File: config.mk
export PLATFORM = sky130hd
export DESIGN_NAME = regfile_nport_flat
export DESIGN_NICKNAME = d
export VERILOG_FILES = /design/src/rtl/regfile_pkg.sv /design/src/rtl/regfile_nport_if.sv /design/src/rtl/regfile_read_mux.sv /design/src/rtl/regfile_nport.sv /design/src/flat_wrapper.sv
export SDC_FILE = /design/constraint.sdc
export NUM_CORES = 2
export LEC_CHECK = 0
export CAP_MARGIN = 20
export CORE_MARGIN = 2
export CORE_UTILIZATION = 50
export DETAILED_ROUTE_END_ITERATION = 8
export HOLD_SLACK_MARGIN = 0.06
export PLACE_DENSITY = 0.7
export SLEW_MARGIN = 20
export SYNTH_ARGS = -nofsm -noshare
export SYNTH_HDL_FRONTEND = slang
export SYNTH_HIERARCHICAL = 1
export SYNTH_SLANG_ARGS = --single-unit
File: constraint.sdc
create_clock -name clock -period 3.96 [get_ports clock]
set_clock_uncertainty 0.15 [all_clocks]
set_input_delay 0.792 -clock clock [delete_from_list [all_inputs] [get_ports clock]]
set_output_delay 0.792 -clock clock [all_outputs]
set_load 0.03 [all_outputs]
File: src/rtl/regfile_pkg.sv
// Shared constants, types and packing helpers for the multi-port register file.
`default_nettype none

package regfile_pkg;

  localparam int DEFAULT_DATA_WIDTH = 32;
  localparam int DEFAULT_ADDR_WIDTH = 5;
  localparam int DEFAULT_NUM_READ   = 2;
  localparam int ZERO_ADDR          = 0;

  typedef logic [DEFAULT_DATA_WIDTH-1:0] word_t;
  typedef logic [DEFAULT_ADDR_WIDTH-1:0] addr_t;

  // Bit offset of read port k inside the packed address / data buses.
  function automatic int addr_offset(input int k, input int addr_width);
    return k * addr_width;
  endfunction

  function automatic int data_offset(input int k, input int data_width);
    return k * data_width;
  endfunction

endpackage

`default_nettype wire

File: src/rtl/regfile_nport_if.sv
// Write port plus packed read-port bus between decode/writeback and the register file.
`default_nettype none

interface regfile_nport_if #(
  parameter int DATA_WIDTH = 32,
  parameter int ADDR_WIDTH = 5,
  parameter int NUM_READ   = 2
);

  logic                           ctrl_writeEnable;
  logic [ADDR_WIDTH-1:0]          ctrl_writeReg;
  logic [DATA_WIDTH-1:0]          data_writeReg;
  logic [NUM_READ-1:0]            ctrl_readEnable;
  logic [NUM_READ*ADDR_WIDTH-1:0] ctrl_readReg;
  logic [NUM_READ*DATA_WIDTH-1:0] data_readReg;
  logic [NUM_READ-1:0]            data_readValid;

  modport master (
    output ctrl_writeEnable,
    output ctrl_writeReg,
    output data_writeReg,
    output ctrl_readEnable,
    output ctrl_readReg,
    input  data_readReg,
    input  data_readValid
  );

  modport slave (
    input  ctrl_writeEnable,
    input  ctrl_writeReg,
    input  data_writeReg,
    input  ctrl_readEnable,
    input  ctrl_readReg,
    output data_readReg,
    output data_readValid
  );

endinterface

`default_nettype wire

File: src/rtl/regfile_read_mux.sv
// One read port: zero-register / write-bypass / array select with optional output register.
`default_nettype none

module regfile_read_mux
  import regfile_pkg::*;
#(
  parameter int DATA_WIDTH   = DEFAULT_DATA_WIDTH,
  parameter int ADDR_WIDTH   = DEFAULT_ADDR_WIDTH,
  parameter int READ_LATENCY = 0,
  parameter int ZERO_REG     = 1
) (
  input  logic                  clock,
  input  logic                  ctrl_reset,
  input  logic                  write_commit,
  input  logic [ADDR_WIDTH-1:0] write_addr,
  input  logic [DATA_WIDTH-1:0] write_data,
  input  logic [DATA_WIDTH-1:0] mem [2**ADDR_WIDTH],
  input  logic                  read_en,
  input  logic [ADDR_WIDTH-1:0] read_addr,
  output logic [DATA_WIDTH-1:0] read_data,
  output logic                  read_valid
);

  logic                  is_zero;
  logic [DATA_WIDTH-1:0] read_value;

  // write_commit already excludes reset and suppressed zero-register writes.
  always_comb begin
    is_zero    = (ZERO_REG != 0) && (read_addr == ADDR_WIDTH'(ZERO_ADDR));
    read_value = mem[read_addr];
    if (is_zero) begin
      read_value = '0;
    end else if (write_commit && (write_addr == read_addr)) begin
      read_value = write_data;
    end
  end

  generate
    if (READ_LATENCY == 0) begin : g_comb_read
      logic unused_clk_rst;
      assign unused_clk_rst = &{1'b0, clock, ctrl_reset};
      assign read_data      = read_en ? read_value : '0;
      assign read_valid     = read_en;
    end else begin : g_reg_read
      logic [DATA_WIDTH-1:0] data_q;
      logic                  valid_q;

      always_ff @(posedge clock) begin
        if (ctrl_reset) begin
          data_q  <= '0;
          valid_q <= 1'b0;
        end else begin
          valid_q <= read_en;
          if (read_en) begin
            data_q <= read_value;
          end
        end
      end

      assign read_data  = data_q;
      assign read_valid = valid_q;
    end
  endgenerate

endmodule

`default_nettype wire

File: src/rtl/regfile_nport.sv
// Multi-port register file: storage array, write decode and reset clear; one read mux per port.
`default_nettype none

module regfile_nport
  import regfile_pkg::*;
#(
  parameter int DATA_WIDTH   = DEFAULT_DATA_WIDTH,
  parameter int ADDR_WIDTH   = DEFAULT_ADDR_WIDTH,
  parameter int NUM_READ     = DEFAULT_NUM_READ,
  parameter int READ_LATENCY = 0,
  parameter int ZERO_REG     = 1
) (
  input  logic          clock,
  input  logic          ctrl_reset,
  regfile_nport_if.slave bus
);

  localparam int DEPTH = 2**ADDR_WIDTH;

  logic [DATA_WIDTH-1:0]          mem [DEPTH];
  logic                           write_commit;
  logic [NUM_READ*DATA_WIDTH-1:0] rd_data;
  logic [NUM_READ-1:0]            rd_valid;

  // Single qualified write strobe shared by the array and every bypass path.
  assign write_commit = bus.ctrl_writeEnable && !ctrl_reset &&
                        !((ZERO_REG != 0) && (bus.ctrl_writeReg == ADDR_WIDTH'(ZERO_ADDR)));

  always_ff @(posedge clock) begin
    if (ctrl_reset) begin
      for (int i = 0; i < DEPTH; i++) begin
        mem[i] <= '0;
      end
    end else if (write_commit) begin
      mem[bus.ctrl_writeReg] <= bus.data_writeReg;
    end
  end

  generate
    for (genvar k = 0; k < NUM_READ; k++) begin : g_port
      regfile_read_mux #(
        .DATA_WIDTH   (DATA_WIDTH),
        .ADDR_WIDTH   (ADDR_WIDTH),
        .READ_LATENCY (READ_LATENCY),
        .ZERO_REG     (ZERO_REG)
      ) u_read_mux (
        .clock        (clock),
        .ctrl_reset   (ctrl_reset),
        .write_commit (write_commit),
        .write_addr   (bus.ctrl_writeReg),
        .write_data   (bus.data_writeReg),
        .mem          (mem),
        .read_en      (bus.ctrl_readEnable[k]),
        .read_addr    (bus.ctrl_readReg[addr_offset(k, ADDR_WIDTH) +: ADDR_WIDTH]),
        .read_data    (rd_data[data_offset(k, DATA_WIDTH) +: DATA_WIDTH]),
        .read_valid   (rd_valid[k])
      );
    end
  endgenerate

  assign bus.data_readReg   = rd_data;
  assign bus.data_readValid = rd_valid;

endmodule

`default_nettype wire

File: src/flat_wrapper.sv
// flat-port wrapper written by rule: the top's interface ports become plain ports
module regfile_nport_flat import regfile_pkg::*;
#(
  parameter int DATA_WIDTH   = DEFAULT_DATA_WIDTH,
  parameter int ADDR_WIDTH   = DEFAULT_ADDR_WIDTH,
  parameter int NUM_READ     = DEFAULT_NUM_READ,
  parameter int READ_LATENCY = 0,
  parameter int ZERO_REG     = 1
)
  (clock, ctrl_reset, bus_ctrl_writeEnable, bus_ctrl_writeReg, bus_data_writeReg, bus_ctrl_readEnable, bus_ctrl_readReg, bus_data_readReg, bus_data_readValid);
  regfile_nport_if #(.DATA_WIDTH(DATA_WIDTH), .ADDR_WIDTH(ADDR_WIDTH), .NUM_READ(NUM_READ)) bus_i ();
  input  logic clock;
  input  logic ctrl_reset;
  input wire logic [$bits(bus_i.ctrl_writeEnable)-1:0] bus_ctrl_writeEnable;
  input wire logic [$bits(bus_i.ctrl_writeReg)-1:0] bus_ctrl_writeReg;
  input wire logic [$bits(bus_i.data_writeReg)-1:0] bus_data_writeReg;
  input wire logic [$bits(bus_i.ctrl_readEnable)-1:0] bus_ctrl_readEnable;
  input wire logic [$bits(bus_i.ctrl_readReg)-1:0] bus_ctrl_readReg;
  output wire logic [$bits(bus_i.data_readReg)-1:0] bus_data_readReg;
  output wire logic [$bits(bus_i.data_readValid)-1:0] bus_data_readValid;
  assign bus_i.ctrl_writeEnable = bus_ctrl_writeEnable;
  assign bus_i.ctrl_writeReg = bus_ctrl_writeReg;
  assign bus_i.data_writeReg = bus_data_writeReg;
  assign bus_i.ctrl_readEnable = bus_ctrl_readEnable;
  assign bus_i.ctrl_readReg = bus_ctrl_readReg;
  assign bus_data_readReg = bus_i.data_readReg;
  assign bus_data_readValid = bus_i.data_readValid;
  regfile_nport #(.DATA_WIDTH(DATA_WIDTH), .ADDR_WIDTH(ADDR_WIDTH), .NUM_READ(NUM_READ), .READ_LATENCY(READ_LATENCY), .ZERO_REG(ZERO_REG)) u_core (.clock(clock), .ctrl_reset(ctrl_reset), .bus(bus_i));
endmodule
==> impl_metrics.tcl <==
set metrics [dict create \
    fin_nets 6708 \
    grt_first_pass_wirelength_mm 344 \
    cts_buffers 111 \
    power.density_mw_per_mm2 367 \
    pre_cts_slack_ns -0.486 \
    p_comb_share_pct 13.0 \
    path_clk_slew_ns 0.06 \
    largest_reg_flops 1024 \
    ctsRootBufferMaster "clkbuf_16" \
    reg2reg_from "u_core/mem[273]" \
    worstPathCellList "buf_8, buf_12, nand2b_2, buf_4, o22ai_1, a21oi_1, nor2_1, o221a_1, buf_12" \
    port_buffers 117 \
    grtUsageMet1_pct 50.8 \
    cpPeakStageDelay_ns 0.37 \
    cp.arrival_ns 3.07 \
    cp_data_required_time_ns 3.02 \
    vdd_drop_max_v 0.000363 \
    grt_max_degree 224 \
    area_growth_pct 15.9 \
    grt_util_met3_pct 11.0 \
    track_usage_pct 37.8 \
    tritoncts "built" \
    post-route-period-util_pct 101 \
    grt_pass1_vias 54600 \
    worstSetupPathType "input port to output port" \
    hold_path_depth 1 \
    cts_buffer_depth 3 \
    die_h_um 340 \
    cp_num_buf_inv 4 \
    syn_nets 6967 \
    end_kind "output port" \
    syn_area_per_cell_sq_um 8.17 \
    power.switching_uw 6710 \
    final_layout_size_suffix_gt1_share_pct 14.1 \
    start_kind "input port" \
    crit_slowest_cell "buf_4" \
    ff2ff_path_depth 2 \
    top_usage_layer "met2" \
    p_sw_share_pct 28.0 \
    period_needed_ns 4.01 \
    fillCellCount 9832 \
    reg2reg_to "u_core/mem[273]" \
    wl_per_cell_um 27.9 \
    tns_ns -0.121 \
    path_delay_family "buffers and inverters" \
    drt-total-wl_mm 230 \
    relSlewSlack_pct 12.6 \
    via_per_inst 7.15 \
    std_cell_rows 123 \
    use_met2_pct 54.2 \
    finalMaxSlewViolations 0 \
    cts_hold_buf 0 \
    synthCells 6915 \
    hp-start "u_core/mem[1011]" \
    hpwl_mm 136 \
    vias 59000 \
    ys_warn_count 6 \
    path_common_cell "buf_12" \
    rsz0062_at_grt "false" \
    start_util_pct 50.3 \
    synth-edff-count 0 \
    p_leak_uw 0.0222 \
    ff2ff_setup_slack_ns 3.05 \
    hold_class "register to register" \
    max_freq_mhz 249 \
    hold_path_end "u_core/mem[1011]" \
    status "complete, but fails checks" \
    first_iter_violations 10500 \
    num_io_pins 118 \
    antenna_found_initial 10 \
    ant_nets 0 \
    regArea_sq_mm 0.0205 \
    gp_congestion 0.973 \
    fin_area_sq_mm 0.0655 \
    top_register "u_core/mem" \
    fin_ws_ns -0.0535 \
    violations "negative setup slack" \
    p_int_uw 17300 \
    multiInputGateArea_sq_mm 0.0325 \
    synth-async-reset-ratio_pct 0 \
    dieArea_sq_mm 0.116 \
    setup-violations-final 3 \
    drv_cap 0 \
    largestRegisters "u_core/mem: 1024 flops" \
    yosysSeqAreaShare_pct 36.3 \
    core_sq_mm 0.112 \
    clock_latency_ns 0.70 \
    final_common_cell "a21oi_1" \
    syn_area_sq_mm 0.0565 \
    drc 0 \
    synth_seq_cells 1024 \
    hold_viol 0 \
    final_util_pct 58.3 \
    drt-pass1-iter-count 7 \
    total_power_uw 24000 \
    crit_path_max_fanout 31 \
    cts.sinks 1024 \
    overflow 0 \
    die_w_um 340 \
    seq_power_share_pct 43.2 \
    postPlaceCellArea_sq_mm 0.0614 \
    p_clk_share_pct 43.8 \
    tightestPinTransition_ns 1.31 \
    most-common-layout-cells "a21oi_1, nand3_1, dfxtp_1" \
    synth_cell_types 50 \
    htree_levels 3 \
    synthFlopType "dfxtp_1" \
]
==> area by class of cell <==
type                       count  area share (%)
antenna                        4          0.0153
multi-input combinational   4972            49.6
clock buffer                 164            4.96
clock inverter                37           0.516
timing repair buffer         547            10.8
tap                         1500            2.87
sequential                  1024            31.3
==> Yosys cell counts, drive strengths merged, types with 2 or more instances <==
master / n / area [sq um]
nand3b: 3 / 22.5
o32a: 14 / 140
nor2b: 66 / 413
a22oi: 84 / 631
mux2: 88 / 991
dfxtp: 1024 / 20500
nand4bb: 6 / 67.6
nor3: 30 / 155
mux4: 100 / 2250
o2111ai: 34 / 310
and2: 4 / 25.0
xor2: 8 / 70.1
o22ai: 182 / 1140
nor4bb: 2 / 20.0
nand4b: 3 / 26.3
o21a: 2 / 15.0
xnor2: 2 / 17.5
o221a: 50 / 563
nand3: 1045 / 5230
nand2b: 6 / 37.5
clkbuf: 610 / 2290
or4b: 5 / 50.1
or2: 6 / 37.5
nand4: 50 / 313
a31oi: 14 / 87.6
mux2i: 712 / 7130
nor2: 104 / 395
or3b: 3 / 26.3
a21oi: 1100 / 5510
o221ai: 14 / 123
nor3b: 18 / 135
a211oi: 24 / 180
a221oi: 16 / 140
nand2: 122 / 458
buf: 309 / 1700
o21ai: 1046 / 5240
and3b: 3 / 26.3
nor4: 2 / 12.5
==> worst max path at each step <==
stage / startpoint / to / slack (ns) / cells after the start
6_report: bus_ctrl_readReg[7] / bus_data_readReg[60] / -0.05 / 9
3_3_place_gp: bus_ctrl_writeReg[3] / bus_data_readReg[16] / -0.46 / 9
3_5_place_dp: bus_ctrl_writeReg[4] / bus_data_readReg[47] / -0.49 / 10
2_1_floorplan: bus_ctrl_writeReg[3] / bus_data_readReg[14] / 0.15 / 10
5_1_grt: bus_ctrl_readReg[5] / bus_data_readReg[37] / 0.006 / 10
4_1_cts: bus_ctrl_readReg[0] / bus_data_readReg[14] / 0.02 / 12
==> cell families after synthesis <==
group	share of synthesized area (%)
AOI/OAI and AO/OA	24.9
buffers and inverters	7.06
DFF	36.3
and+or+nand+nor	13.2
xor gates and xnor gates	0.155
muxes	18.4
==> timing repair <==
action	CTS	global route
pin swaps	12	8
gates cloned	3	1
endpoints found under the setup margin	64	29
setup buffers	10	2
resized for setup	42	27
==> layer usage <==
layer	share of wire [%]	vias to the layer above
li1	-	25100
met1	37	28100
met2	42	4845
met3	15	927
met4	6.1	8
met5	0.022	-
==> worst reg2reg max path: stages (launching register included) <==
cell and delay (ns):
dfxtp_1 0.38, o21ai_0 0.12, a21oi_1 0.18
==> metrics by stage <==
| stage | hold slack, ns | instances |
|---|---|---|
| after floorplan | 0.309 | 6915 |
| after global placement | 0.317 | 8027 |
| after detailed placement | 0.324 | 8027 |
| after CTS | 0.333 | 8241 |
| after global routing | 0.347 | 8244 |
| final | 0.330 | 8248 |
==> power groups by stage <==
stage / Clock [uW] / Combinational, uW / Sequential, uW
floorplan: 0 / 1580 / 10600
global placement: 0 / 2930 / 10600
detailed placement: 0 / 2940 / 10600
CTS: 10500 / 2960 / 10400
global route: 10900 / 3140 / 10400
finish: 10500 / 3120 / 10400
Note: power is estimated with default switching activity, not from simulation.
